`config.mk`:
```
export PLATFORM = sky130hd
export DESIGN_NAME = aib_rx_unpacker
export DESIGN_NICKNAME = d
export VERILOG_FILES = /design/src/rtl/aib_rx_unpacker.sv
export SDC_FILE = /design/constraint.sdc
export NUM_CORES = 1
export LEC_CHECK = 0
export ABC_AREA = 1
export BUFFER_PORTS_ARGS = -buffer_cell sky130_fd_sc_hd__buf_2
export CORE_MARGIN = 8
export CORE_UTILIZATION = 26
export CTS_CLUSTER_SIZE = 30
export DETAILED_ROUTE_END_ITERATION = 8
export GPL_TIMING_DRIVEN = 0
export REMOVE_ABC_BUFFERS = 1
export SLEW_MARGIN = 20
export SYNTH_ARGS = -nofsm -noshare
export SYNTH_HDL_FRONTEND = slang
export SYNTH_SLANG_ARGS = --single-unit
```
`constraint.sdc`:
```
create_clock -name i_aib_rx_clk -period 5.6 [get_ports i_aib_rx_clk]
set_input_delay 0.56 -clock i_aib_rx_clk [delete_from_list [all_inputs] [get_ports i_aib_rx_clk]]
set_output_delay 0.56 -clock i_aib_rx_clk [all_outputs]
set_load 0.005 [all_outputs]
```
`src/rtl/aib_rx_unpacker.sv`:
```
// AIB receive-side flit reassembler: strips per-beat control bits, pairs 36-bit beats
// into 72-bit flits and queues them toward the core behind a valid/ready handshake.
module aib_rx_unpacker #(
    parameter int DEPTH       = 8,
    parameter int FULL_MARGIN = 4
) (
    input  logic        i_aib_rx_clk,
    input  logic        i_rst,
    input  logic [19:0] i_rx_data0,
    input  logic [19:0] i_rx_data1,
    output logic        o_rx_valid,
    input  logic        i_rx_ready,
    output logic [71:0] o_rx_data,
    output logic        o_ns_fifo_full,
    output logic        o_fs_fifo_full,
    output logic [7:0]  o_par_err_cnt,
    output logic [7:0]  o_frm_err_cnt,
    output logic        o_overflow
);

    localparam int AW = $clog2(DEPTH);
    localparam int CW = AW + 1;
    localparam logic [CW-1:0] FULL_COUNT = CW'(DEPTH);
    localparam logic [CW-1:0] NS_THRESH  = CW'(DEPTH - FULL_MARGIN);

    typedef enum logic {IDLE, HALF} state_t;

    logic [19:0]   lane0_q, lane1_q;
    state_t        state_q;
    logic [35:0]   held_q;
    logic [7:0]    parErrCnt_q, frmErrCnt_q;
    logic [71:0]   mem_q [DEPTH];
    logic [AW-1:0] wrPtr_q, rdPtr_q;
    logic [CW-1:0] count_q, count_d;
    logic          overflow_q;

    logic [35:0]   beat;
    logic          beatValid, beatSof, parOk;
    logic          push, parInc, frmInc;
    logic [71:0]   pushData;
    logic          pop, full, accept;

    always_ff @(posedge i_aib_rx_clk) begin
        if (i_rst) begin
            lane0_q <= '0;
            lane1_q <= '0;
        end else begin
            lane0_q <= i_rx_data0;
            lane1_q <= i_rx_data1;
        end
    end

    assign beat      = {lane1_q[17:0], lane0_q[17:0]};
    assign beatValid = lane0_q[19];
    assign beatSof   = lane0_q[18];
    assign parOk     = ((^beat) == lane1_q[18]);
    assign pushData  = {beat, held_q};

    // Parity is judged first so a bad beat never also counts as a framing error.
    always_comb begin
        push   = 1'b0;
        parInc = 1'b0;
        frmInc = 1'b0;
        if (beatValid) begin
            if (!parOk) begin
                parInc = 1'b1;
            end else if (state_q == HALF) begin
                if (beatSof) frmInc = 1'b1;
                else         push   = 1'b1;
            end else if (!beatSof) begin
                frmInc = 1'b1;
            end
        end
    end

    always_ff @(posedge i_aib_rx_clk) begin
        if (i_rst) begin
            state_q     <= IDLE;
            held_q      <= '0;
            parErrCnt_q <= '0;
            frmErrCnt_q <= '0;
        end else begin
            if (parInc && parErrCnt_q != 8'hFF) parErrCnt_q <= parErrCnt_q + 8'd1;
            if (frmInc && frmErrCnt_q != 8'hFF) frmErrCnt_q <= frmErrCnt_q + 8'd1;
            if (beatValid) begin
                if (!parOk) begin
                    state_q <= IDLE;
                end else if (beatSof) begin
                    held_q  <= beat;
                    state_q <= HALF;
                end else begin
                    state_q <= IDLE;
                end
            end
        end
    end

    assign o_rx_valid = (count_q != '0);
    assign pop        = o_rx_valid & i_rx_ready;
    assign full       = (count_q == FULL_COUNT);
    assign accept     = push & (!full | pop);

    always_comb begin
        count_d = count_q;
        if (accept && !pop)      count_d = count_q + 1'b1;
        else if (!accept && pop) count_d = count_q - 1'b1;
    end

    always_ff @(posedge i_aib_rx_clk) begin
        if (i_rst) begin
            wrPtr_q    <= '0;
            rdPtr_q    <= '0;
            count_q    <= '0;
            overflow_q <= 1'b0;
        end else begin
            if (accept) wrPtr_q <= wrPtr_q + 1'b1;
            if (pop)    rdPtr_q <= rdPtr_q + 1'b1;
            count_q <= count_d;
            if (push && full && !pop) overflow_q <= 1'b1;
        end
    end

    // Storage is left unreset; the head is masked to zero whenever the queue is empty.
    always_ff @(posedge i_aib_rx_clk) begin
        if (accept) mem_q[wrPtr_q] <= pushData;
    end

    assign o_rx_data      = o_rx_valid ? mem_q[rdPtr_q] : '0;
    assign o_ns_fifo_full = (count_q >= NS_THRESH);
    assign o_fs_fifo_full = lane1_q[19];
    assign o_par_err_cnt  = parErrCnt_q;
    assign o_frm_err_cnt  = frmErrCnt_q;
    assign o_overflow     = overflow_q;

endmodule
```
Yosys cells after proc, flatten, opt, wreduce, memory -nomap -nowiden

Memories as Yosys holds them, arrays and structs flattened. A register that Yosys moved wholly into a read port is not among the register bits.
Index checks and enable logic that the tools add are counted.

Add/subtract/negate cells: 6
Order comparisons: 1
Equality and inequality tests: 4
Multiplexer cells: 18
Bitwise logic cells: 3
Reduce and logical (&&, ||, !) cells: 13

Operators with widths:

| cell                                                              | count |
|---|---|
| 2-to-1 mux 72 bit                                                 | 1 |
| parity 36 bit                                                     | 1 |
| adder 8 x 1 -> 8 bit, second input constant                       | 2 |
| inequality test 8 bit, second input constant                      | 2 |
| 2-to-1 mux 1 bit                                                  | 13 |
| 2-to-1 mux 4 bit                                                  | 2 |
| adder 3 x 1 -> 3 bit, second input constant                       | 2 |
| logical AND 1 bit                                                 | 6 |
| 2-to-1 mux 3 bit                                                  | 2 |
| adder 4 x 1 -> 4 bit, second input constant                       | 1 |
| equality test 4 bit, second input constant                        | 1 |
| greater-or-equal comparator 4 x 3 -> 1 bit, second input constant | 1 |
| nonzero test 4 bit                                                | 1 |
| subtractor 4 x 1 -> 4 bit, second input constant                  | 1 |
| zero test 1 bit                                                   | 3 |
| AND reduction 3 bit                                               | 1 |
| bitwise AND 1 bit                                                 | 2 |
| nonzero test 2 bit                                                | 1 |
| equality test 1 bit                                               | 1 |
| OR 1 bit                                                          | 1 |

Bits in registers: 104
Memory bits (writable): 576
Input port bits: 43
Output and inout port bits: 92
Logic and storage cells: 56
Memories: 1

Memories:

| memory | depth | bits a word | read ports | clocked after Yosys merged registers in | write ports | RTL line | RTL |
|---|---|---|---|---|---|---|---|
| mem_q  | 8     | 72          | 1          | 1                                       | 1           | 32       | `logic [71:0] mem_q [DEPTH];` |

Depth between registers and ports, before layout

Gate-level depths: netlist (run 1).

Depth after elaboration: 9
Depth in mapped cells: 26
Depth with buffers taken out: 26

Worst setup path before layout (run 1)

OpenSTA, ideal clock, no wires.

Kind: flip-flop to flip-flop
Start: register lane0_q[16]
End: memory mem_q[1][0] (enable)
Library setup time: 0.503 ns
Data arrival time: 4.632 ns
Data required time: 5.097 ns
Slack: 0.465 ns
Stages on the path, launching flop included: 19
Path buffers: 0
Period minus slack after synthesis: 5.135 ns
Cell sequence: dfxtp_1 > inv_1 > nand2_1 > nand2_1 > nand2_1 > nand2_2 > nand2_2 > nand2_1 > nand2_1 > nand2_1 > inv_1 > nand2_2 > nand2_2 > nand2_1 > nand2_1 > nand4_2 > nor2_1 > inv_2 > nor2_1

Longest elaborated chain between the ends: 7

Ends and longest elaborated chain:

| item                                   | RTL line | RTL |
|---|---|---|
| start: declaration                     | 28       | `logic [19:0] lane0_q, lane1_q;` |
| start signal: assignment               | 48       | `lane0_q <= i_rx_data0;` |
| parity 36 bit                          | 56       | `assign parOk = ((^beat) == lane1_q[18]);` |
| equality test 1 bit                    | 56       |  |
| 2-to-1 mux 1 bit                       | 65       | `if (!parOk) begin` |
| 2-to-1 mux 1 bit                       | 64       | `if (beatValid) begin` |
| bitwise AND 1 bit                      | 101      | `assign accept = push & (!full \| pop);` |
| 2-to-1 mux 1 bit                       | 125      | `if (accept) mem_q[wrPtr_q] <= pushData;` |
| 2-to-1 mux 1 bit (implied by the code) | 125      |  |
| end: declaration                       | 32       |  |

No other way between the ends.

==> results.py, run 1 <==
metrics = {
    "floorplan": {
        "coreArea_um2": 103000,
        "fp.dieW_um": 339,
        "die_area_um2": 115000,
        "rows": 118,
        "start_util_pct": 26.2,
        "fp.dieH_um": 339,
        "top_level_ports": 135,
    },
    "sta": {
        "max_slew.worst_pin.slew_ns": 0.768,
        "post-route-period-util_pct": 72.9,
        "rsz0062_at_grt": "no",
        "worst_slack_ns": 1.52,
        "finClkSkew_ns": 0.0204,
        "finalMaxSlewViolations": 0,
        "post-route-min-period_ns": 4.08,
        "hold-worst-slack_ns": 0.166,
        "finalHoldViolations": 0,
        "relSlewSlack_pct": 48.6,
        "setup_viol": 0,
        "max_freq_mhz": 245,
    },
    "finish": {
        "syn_to_final_growth_pct": 20.4,
        "nets": 2503,
        "fin_cells": 3890,
        "drive_above_1_share_pct": 14.1,
        "postLayoutCellArea_um2": 32600,
        "num_antenna_cells": 0,
    },
    "logic_synthesis": {
        "synth-simple-area-share_pct": 11.8,
        "yosys_warnings": 0,
        "muxShareOfSynthArea_pct": 0,
        "ys_top_cells_by_area": "edfxtp_1 64%, dfxtp_1 7.9%, nor2_1 6.9%",
        "ys_types": 41,
        "synthArstFlopShare_pct": 0,
        "syn-cell-area_um2": 27100,
        "ys_seq_area_share_pct": 71.7,
        "ys.flop_type": "edfxtp_1",
        "synthXorXnorAreaFrac_pct": 0.766,
        "synthAdderAreaFrac_pct": 0.443,
        "synth_top_family_by_area": "simple AND/OR/NAND/NOR gates",
        "synth_area_leader_cell": "edfxtp_1",
        "synth_most_common_cell": "edfxtp_1",
        "synth_compound_area_share_pct": 11.5,
        "ys_seq_elements": 683,
        "synth_edf_count": 576,
        "postSynthAreaPerCell_um2": 11.6,
        "synth_top_area_share_pct": 63.8,
        "synthCells": 2333,
        "synth_common_cells": "576 x edfxtp_1, 500 x nor2_1, 369 x o21ai_0",
    },
    "hold_path": {
        "min_to": "lane1_q[19]$_SDFF_PP0_",
        "hp-class": "input pin to flip-flop",
        "worstHoldStart": "i_rx_data1[19]",
        "hold_path_depth": 3,
    },
    "clock_network": {
        "ctsResizeCount": 0,
        "cts_setup_buffers": 0,
        "cts_hold_buf": 0,
        "numCtsBuffers": 74,
        "cts_max_level": 3,
        "cts_tree": "yes",
        "cts-root-buf": "clkbuf_16",
        "clk_pin_slew_ns": 0.06,
        "clk_path_buf_depth": 3,
        "clk_latency_ns": 0.60,
        "cts.sinks": 683,
    },
    "drt": {
        "drt_iter0_drc": 1106,
        "via_per_inst": 4.54,
        "ant_nets": 0,
        "drc_errors": 0,
        "dr.pass1.iters": 5,
        "wl_per_cell_um": 18.1,
        "vias": 17649,
        "wirelength_um": 70300,
    },
    "setup_path": {
        "r2r_end": "mem_q[5][1]$_DFFE_PP_",
        "rr_worst_depth": 18,
        "crit_path_max_incr_delay_ns": 0.81,
        "path_class": "flip-flop to output pin",
        "cp_num_buf_inv": 3,
        "cp-end-kind": "output pin",
        "crit_chain": "clkinv_4 -> buf_16 -> o21ai_0 -> o22ai_1 -> o21ai_0 -> a31oi_1 -> buf_2",
        "r2r_start": "lane0_q[6]$_SDFF_PP0_",
        "cp_common_cell": "o21ai_0",
        "cp_data_arrival_time_ns": 3.52,
        "r2r_setup_slack_ns": 1.78,
        "cp-start-kind": "flip-flop",
        "cp_top_family": "buffers and inverters",
        "path_max_fanout": 102,
        "cpMaxStageDelayCell": "dfxtp_4",
        "cp.required_ns": 5.04,
    },
    "place": {
        "dp_cells": 3755,
        "post_dp_cell_area_um2": 30200,
        "place_ws_ns": 1.74,
        "hpwl_um": 42300,
        "gp_congestion": 0.688,
        "port_buffers": 134,
    },
    "power_and_ir_drop": {
        "ir_worst_vdd_mv": 0.334,
        "power_density_nw_per_um2": 446,
        "p_leak_nw": 11.4,
    },
    "grt": {
        "first_global_vias": 17264,
        "grt_first_pass_wirelength_um": 106000,
        "grt_max_degree": 105,
        "grt_usage_pct": 11.9,
        "antenna_found_initial": 0,
        "overflow": 0,
    },
    "outcome": {
        "status": "completed",
    },
    "run": {
        "drv_cap": 0,
    },
}
[layer usage]
metal / global-route usage, % / share of wire, % / vias up
met5: 0 / 0 / -
met4: 3.60 / 2.7 / 0
met3: 2.43 / 5.0 / 112
met2: 18.4 / 45 / 410
met1: 16.7 / 48 / 8630
li1: - / - / 8497
[area by class of cell]
class                           instances  area, um2
Clock buffer                          101       2120
Clock inverter                         34        320
Inverter                              104        418
Fill cell                           10233      70900
Tap cell                             1380       1730
Multi-Input combinational cell       1407       6710
Timing Repair Buffer                  181       1900
Sequential cell                       683      19400
[power by group]
| part | switching, W | internal, W | leakage [nW] |
|---|---|---|---|
| registers | 0.000208 | 0.00554 | 6.17 |
| clock network | 0.00195 | 0.00289 | 1.19 |
| logic | 0.00262 | 0.00136 | 4.01 |
[kinds of logic after synthesis]
kind of cell,count (synthesis)
DFF,683
and+or+nand+nor,800
AOI/OAI and AO/OA,576
buffers and inverters,243
xor gates and xnor gates,22
adders and majority gates,9
[registers in the layout, summed over array words and instances (netlist names), named ones only]
name and count:
wrPtr_q 3, count_q 4, lane0_q 20, lane1_q 20
o_frm_err_cnt 8, rdPtr_q 3, held_q 36, o_overflow 1
mem_q 576, state_q 1, o_par_err_cnt 8
[through the flow]
| stage | util [%] | total power [W] | setup TNS, ns |
|---|---|---|---|
| 2_1_floorplan | - | 0.00806 | -452.60 |
| 3_3_place_gp | 27.9 | 0.00983 | -3279.91 |
| 3_5_place_dp | 29.2 | 0.00997 | 0 |
| 4_1_cts | 31.5 | 0.0148 | 0 |
| 5_1_grt | 31.5 | 0.0154 | 0 |
| 6_report | 31.5 | 0.0146 | 0 |
[worst min-delay path, delay by kind of cell]
family	cells	cell delay, ns
buf+inv	2	0.10
simple gates	1	0.06
[cell usage in the layout, fill, tap and decap left out, types with 3 or more instances in the layout]
cell / count
dfxtp_4: 3
dfxtp_1: 104
nand3b_1: 5
bufinv_16: 5
inv_2: 5
clkinv_1: 7
a21oi_1: 51
nand3_1: 54
xnor2_1: 10
a31oi_1: 72
ha_1: 8
clkbuf_1: 14
nand4_1: 3
clkinv_4: 8
buf_2: 133
buf_16: 37
nor2_4: 8
nand2_2: 20
o22ai_1: 72
buf_12: 10
nand2_1: 208
edfxtp_1: 576
inv_1: 94
o21ai_0: 369
nor2_1: 492
clkbuf_8: 10
clkinvlp_4: 4
a21oi_2: 9
clkbuf_16: 77
clkinv_2: 11
xor2_1: 10
[worst max-delay path by stage]
| stage | startpoint | endpoint | slack (ns) | depth (start not counted) |
|---|---|---|---|---|
| finish | flip-flop | o_rx_data[16] | 1.52 | 7 |
| global route | flip-flop | o_rx_data[28] | 1.22 | 7 |
| CTS | flip-flop | o_rx_data[9] | 1.49 | 7 |
| detailed placement | lane0_q[6]$_SDFF_PP0_ | mem_q[5][7]$_DFFE_PP_ | 1.74 | 18 |
| global placement | flip-flop | o_rx_data[33] | -16.34 | 6 |
| floorplan | flip-flop | o_rx_data[0] | -6.29 | 5 |
Power figures use the tool's default switching activity.
==> inputs of run 2 (changes only) <==
Clock period 5.6 ns to 4.25 ns, I/O delays scaled along.
==> run 2 against run 1 <==
Against the previous run: sequential power is 32% higher; sequential share of layout area is 0.15 points lower; first-iteration DRC count is 4.8% lower; non-clock buffer count is 8 higher; power is 32% higher; clock skew is 0.00097 ns higher; combinational power is 32% higher; via count is 0.25% higher; critical path depth stayed put; sequential cell count stayed put; critical endpoint unchanged.
==> results.py, run 2 (synthesized netlist as in run 1, its figures left out) <==
metrics = {
    "sta": {
        "max_freq_mhz": 253,
        "worst_slack_ns": 0.296,
        "finClkSkew_ns": 0.0214,
        "relSlewSlack_pct": 50.0,
        "post-route-period-util_pct": 93.0,
        "max_slew.worst_pin.slew_ns": 0.750,
        "setup_viol": 0,
        "rsz0062_at_grt": "no",
        "finalHoldViolations": 0,
        "finalMaxSlewViolations": 0,
        "post-route-min-period_ns": 3.95,
        "fin_tns_setup_ns": 0,
    },
    "drt": {
        "wirelength_um": 70400,
        "dr.pass1.iters": 5,
        "vias": 17694,
        "ant_nets": 0,
        "via_per_inst": 4.54,
        "wl_per_cell_um": 18.1,
        "drc_errors": 0,
        "drt_iter0_drc": 1053,
    },
    "outcome": {
        "status": "completed",
    },
    "grt": {
        "overflow": 0,
        "antenna_found_initial": 0,
        "first_global_vias": 17301,
        "grt_usage_pct": 11.9,
        "grt_max_degree": 105,
        "grt_first_pass_wirelength_um": 106000,
    },
    "place": {
        "dp_cells": 3755,
        "port_buffers": 134,
        "place_ws_ns": 0.394,
        "post_dp_cell_area_um2": 30200,
        "gp_congestion": 0.688,
        "hpwl_um": 42300,
    },
    "setup_path": {
        "cp-start-kind": "flip-flop",
        "cp-end-kind": "output pin",
        "cp_data_arrival_time_ns": 3.53,
        "cp.required_ns": 3.83,
        "path_class": "flip-flop to output pin",
        "path_max_fanout": 102,
    },
    "finish": {
        "largest_reg_flops": 576,
        "fill_cells": 10234,
        "nets": 2511,
        "num_antenna_cells": 0,
        "layout_commonest_cell": "edfxtp_1",
        "syn_to_final_growth_pct": 20.7,
        "drive_above_1_share_pct": 14.1,
        "reg_top3": "mem_q (576), held_q (36)",
        "postLayoutCellArea_um2": 32700,
        "regMostFlops": "mem_q",
        "fin_cells": 3898,
        "layout_common_cells": "576 x edfxtp_1, 492 x nor2_1, 369 x o21ai_0, 208 x nand2_1, 133 x buf_2",
    },
    "floorplan": {
        "top_level_ports": 135,
        "coreArea_um2": 103000,
        "rows": 118,
        "die_area_um2": 115000,
        "fp.dieH_um": 339,
        "fp.dieW_um": 339,
        "start_util_pct": 26.2,
    },
    "power_and_ir_drop": {
        "power_density_nw_per_um2": 587,
        "ir_worst_vdd_mv": 0.440,
        "power_w": 0.0192,
        "p_leak_nw": 11.4,
    },
    "hold_path": {
        "hp-class": "input pin to flip-flop",
    },
    "clock_network": {
        "clk_pin_slew_ns": 0.06,
        "cts_tree": "yes",
        "clk_path_buf_depth": 3,
        "cts_setup_buffers": 0,
        "clk_latency_ns": 0.60,
        "cts.sinks": 683,
        "numCtsBuffers": 74,
        "cts_max_level": 3,
        "cts-root-buf": "clkbuf_16",
    },
    "run": {
        "drv_cap": 0,
    },
}
==> run 2: layout make-up <==
| cell class | count | area [um2] | area share (%) |
|---|---|---|---|
| sequential | 683 | 19400 | 59.5 |
| timing repair buffer | 189 | 1980 | 6.04 |
| inverter | 104 | 418 | 1.28 |
| tap | 1380 | 1730 | 5.28 |
| clock inverter | 34 | 320 | 0.979 |
| multi-input combinational | 1407 | 6710 | 20.5 |
| clock buffer | 101 | 2120 | 6.47 |
==> run 2: worst max-delay path, stage by stage, from the launching register on <==
cell and delay [ns]:
dfxtp_4 0.81, clkinv_4 0.69, buf_16 0.43, o21ai_0 0.26, o22ai_1 0.09, o21ai_0 0.17, a31oi_1 0.11, buf_2 0.18
==> run 2: where the power goes <==
group | switching [W] | internal, W
Clock | 0.00257 | 0.00380
Combinational | 0.00346 | 0.00179
Sequential | 0.000275 | 0.00729
==> run 2: final timing paths <==
check	startpoint	to	slack [ns]	cells after the start
worst max-delay path	flip-flop	o_rx_data[16]	0.30	7
worst min-delay path	i_rx_data0[16]	lane0_q[16]$_SDFF_PP0_	0.04	3
worst max register to register	lane0_q[6]$_SDFF_PP0_	mem_q[5][1]$_DFFE_PP_	0.40	18
worst min register to register	rdPtr_q[2]$_SDFFE_PP0P_	rdPtr_q[2]$_SDFFE_PP0P_	0.47	2
==> run 2: timing repair <==
item | CTS | global route
hold endpoints to repair | 8 | 0
hold buffers | 8 | 0
gates resized for setup | 0 | 0
==> run 2: metrics by stage <==
step | hold WS (ns) | util (%)
after floorplan | 0.433 | -
after global placement | 0.449 | 27.9
after detailed placement | 0.452 | 29.2
after CTS | 0.000535 | 31.6
after global routing | 0.0131 | 31.6
final | 0.0384 | 31.6
==> run 2: layer usage <==
metal / wire length, um / track usage [%] / share of wire (%)
met2: 31300 / 18.4 / 44
met5: 0 / 0 / 0
met4: 1930 / 3.60 / 2.7
met1: 33700 / 16.7 / 48
met3: 3500 / 2.40 / 5.0
==> inputs of run 3 (changes only) <==
Settings changed: CELL_PAD_IN_SITES_DETAIL_PLACEMENT set to 0, CELL_PAD_IN_SITES_GLOBAL_PLACEMENT set to 1, PLACE_DENSITY_LB_ADDON set to 0.1, SETUP_SLACK_MARGIN set to 0.5.
Clock period 4.25 ns to 4.35 ns, I/O delays scaled along.
==> run 3 against run 2 <==
Against the previous run: sequential cell count is the same; cell count grew 1.2%; largest cell class unchanged; register-to-register slack gained 0.47 ns.
==> results.py, run 3 (synthesized netlist as in run 1, its figures left out) <==
metrics = {
    "clock_network": {
        "numCtsBuffers": 80,
        "clk_latency_ns": 0.62,
        "cts_max_level": 3,
        "cts.sinks": 683,
        "cts_tree": "yes",
        "cts-root-buf": "clkbuf_16",
        "clk_pin_slew_ns": 0.06,
        "clk_path_buf_depth": 3,
    },
    "hold_path": {
        "min_to": "lane0_q[6]$_SDFF_PP0_",
        "worstHoldStart": "i_rx_data0[6]",
        "hp-class": "input pin to flip-flop",
        "hold_path_depth": 3,
    },
    "finish": {
        "fin_cells": 3945,
        "post-route-util_pct": 32.4,
        "regMostFlops": "mem_q",
        "largest_reg_flops": 576,
        "layout_common_cells": "576 x edfxtp_1, 492 x nor2_1, 369 x o21ai_0, 208 x nand2_1, 133 x buf_2",
        "reg_top3": "mem_q (576), held_q (36)",
        "drive_above_1_share_pct": 15.9,
        "layout_commonest_cell": "edfxtp_1",
        "nets": 2551,
        "syn_to_final_growth_pct": 23.7,
    },
    "drt": {
        "wl_per_cell_um": 21.3,
        "drc_errors": 0,
        "ant_nets": 0,
        "drt_iter0_drc": 1092,
        "via_per_inst": 4.59,
        "wirelength_um": 84200,
        "dr.pass1.iters": 5,
        "vias": 18111,
    },
    "power_and_ir_drop": {
        "intPower_w": 0.0130,
        "clockPowerShare_pct": 32.7,
        "swShare_pct": 33.9,
        "ir_worst_vdd_mv": 0.301,
        "p_sw_w": 0.00667,
        "comb_power_share_pct": 30.5,
        "power_density_nw_per_um2": 587,
        "power_frac_seq_pct": 36.8,
        "p_leak_nw": 11.7,
    },
    "setup_path": {
        "crit_path_max_incr_delay_ns": 0.43,
        "cp_top_family": "buffers and inverters",
        "crit_chain": "buf_16 -> buf_16 -> clkinv_8 -> buf_16 -> bufbuf_16 -> nor2_1 -> o21ai_0 -> a31oi_2 -> buf_2",
        "r2r_end": "mem_q[3][40]$_DFFE_PP_",
        "cp_data_arrival_time_ns": 3.22,
        "cp-start-kind": "flip-flop",
        "cp-end-kind": "output pin",
        "r2r_start": "lane0_q[6]$_SDFF_PP0_",
        "cpMaxStageDelayCell": "a31oi_2",
        "rr_worst_depth": 18,
        "r2r_setup_slack_ns": 0.87,
        "path_class": "flip-flop to output pin",
        "path_max_fanout": 53,
        "cp_common_cell": "buf_16",
        "cp.required_ns": 3.91,
        "cp_num_buf_inv": 6,
    },
    "grt": {
        "first_global_vias": 18331,
        "grt_first_pass_wirelength_um": 123000,
        "overflow": 0,
        "grt_max_degree": 75,
        "antenna_found_initial": 4,
        "grt_usage_pct": 14.2,
    },
    "sta": {
        "rsz0062_at_grt": "no",
        "setup_viol": 0,
        "max_slew.worst_pin.slew_ns": 0.742,
        "finClkSkew_ns": 0.0234,
        "max_freq_mhz": 273,
        "relSlewSlack_pct": 50.4,
        "finalHoldViolations": 0,
        "post-route-min-period_ns": 3.66,
        "post-route-period-util_pct": 84.1,
        "finalMaxSlewViolations": 0,
    },
    "floorplan": {
        "coreArea_um2": 103000,
        "die_area_um2": 115000,
        "start_util_pct": 26.2,
        "rows": 118,
        "fp.dieH_um": 339,
        "top_level_ports": 135,
        "fp.dieW_um": 339,
    },
    "place": {
        "dp_cells": 3767,
        "hpwl_um": 47000,
        "gp_congestion": 0.712,
        "port_buffers": 134,
    },
    "outcome": {
        "status": "completed",
    },
    "run": {
        "drv_cap": 0,
    },
}
[run 3: layer usage]
| metal | wire length (um) | global-route usage, % | part of all wire [%] |
|---|---|---|---|
| met5 | 13 | 0 | 0.015 |
| met4 | 1570 | 3.00 | 1.9 |
| met3 | 3240 | 2.69 | 3.9 |
| met2 | 39000 | 23.0 | 46 |
| met1 | 40300 | 19.6 | 48 |
[run 3: layout make-up]
type	instances	area (um2)
diodes	2	5.00
repair buffers	223	2550
clock buffers	123	2380
well taps	1380	1730
flip-flops and latches	683	19500
fillers	10251	70000
clock inverters	23	145
multi-input cells	1407	6760
inverters	104	447
[run 3: tightest hold or removal path: cells and delay by family]
family | cells | cell delay [ns]
buf+inv | 2 | 0.14
simple gates | 1 | 0.04
[run 3: metrics by stage]
step / TNS [ns] / total power (W) / setup slack (ns) / hold slack, ns / area [um2]
2_1_floorplan: -977.79 / 0.0104 / -7.41 / 0.433 / 26500
3_3_place_gp: -5003.02 / 0.0115 / -19.83 / 0.450 / 28900
3_5_place_dp: 0 / 0.0132 / 0.494 / 0.456 / 30400
4_1_cts: 0 / 0.0201 / 0.525 / 0.00180 / 33400
5_1_grt: 0 / 0.0209 / 0.516 / 0.0101 / 33500
6_report: 0 / 0.0197 / 0.693 / 0.0408 / 33500
[run 3: worst max path at each step]
stage / cells past startpoint / start / endpoint / slack, ns
global placement: 6 / flip-flop / o_rx_data[55] / -19.83
floorplan: 5 / flip-flop / o_rx_data[0] / -7.41
global route: 26 / lane0_q[12]$_SDFF_PP0_ / count_q[3]$_SDFFE_PP0P_ / 0.52
detailed placement: 18 / lane0_q[6]$_SDFF_PP0_ / mem_q[4][0]$_DFFE_PP_ / 0.49
finish: 9 / flip-flop / o_rx_data[55] / 0.69
CTS: 10 / flip-flop / o_rx_data[16] / 0.52
[run 3: timing repair]
action | CTS | global route
pin swaps | 2 | 0
hold endpoints to repair | 21 | 0
resized for setup | 11 | 39
buffers inserted | 2 | 2
hold buffers | 21 | 0
endpoints found under the setup margin | 74 | 173
cloned | 4 | 1
[run 3: power groups by stage]
stage / clock network [W] / registers, W / logic, W
2_1_floorplan: 0 / 0.00763 / 0.00274
3_3_place_gp: 0 / 0.00784 / 0.00368
3_5_place_dp: 0 / 0.00743 / 0.00578
4_1_cts: 0.00667 / 0.00728 / 0.00614
5_1_grt: 0.00691 / 0.00726 / 0.00672
6_report: 0.00644 / 0.00724 / 0.00600
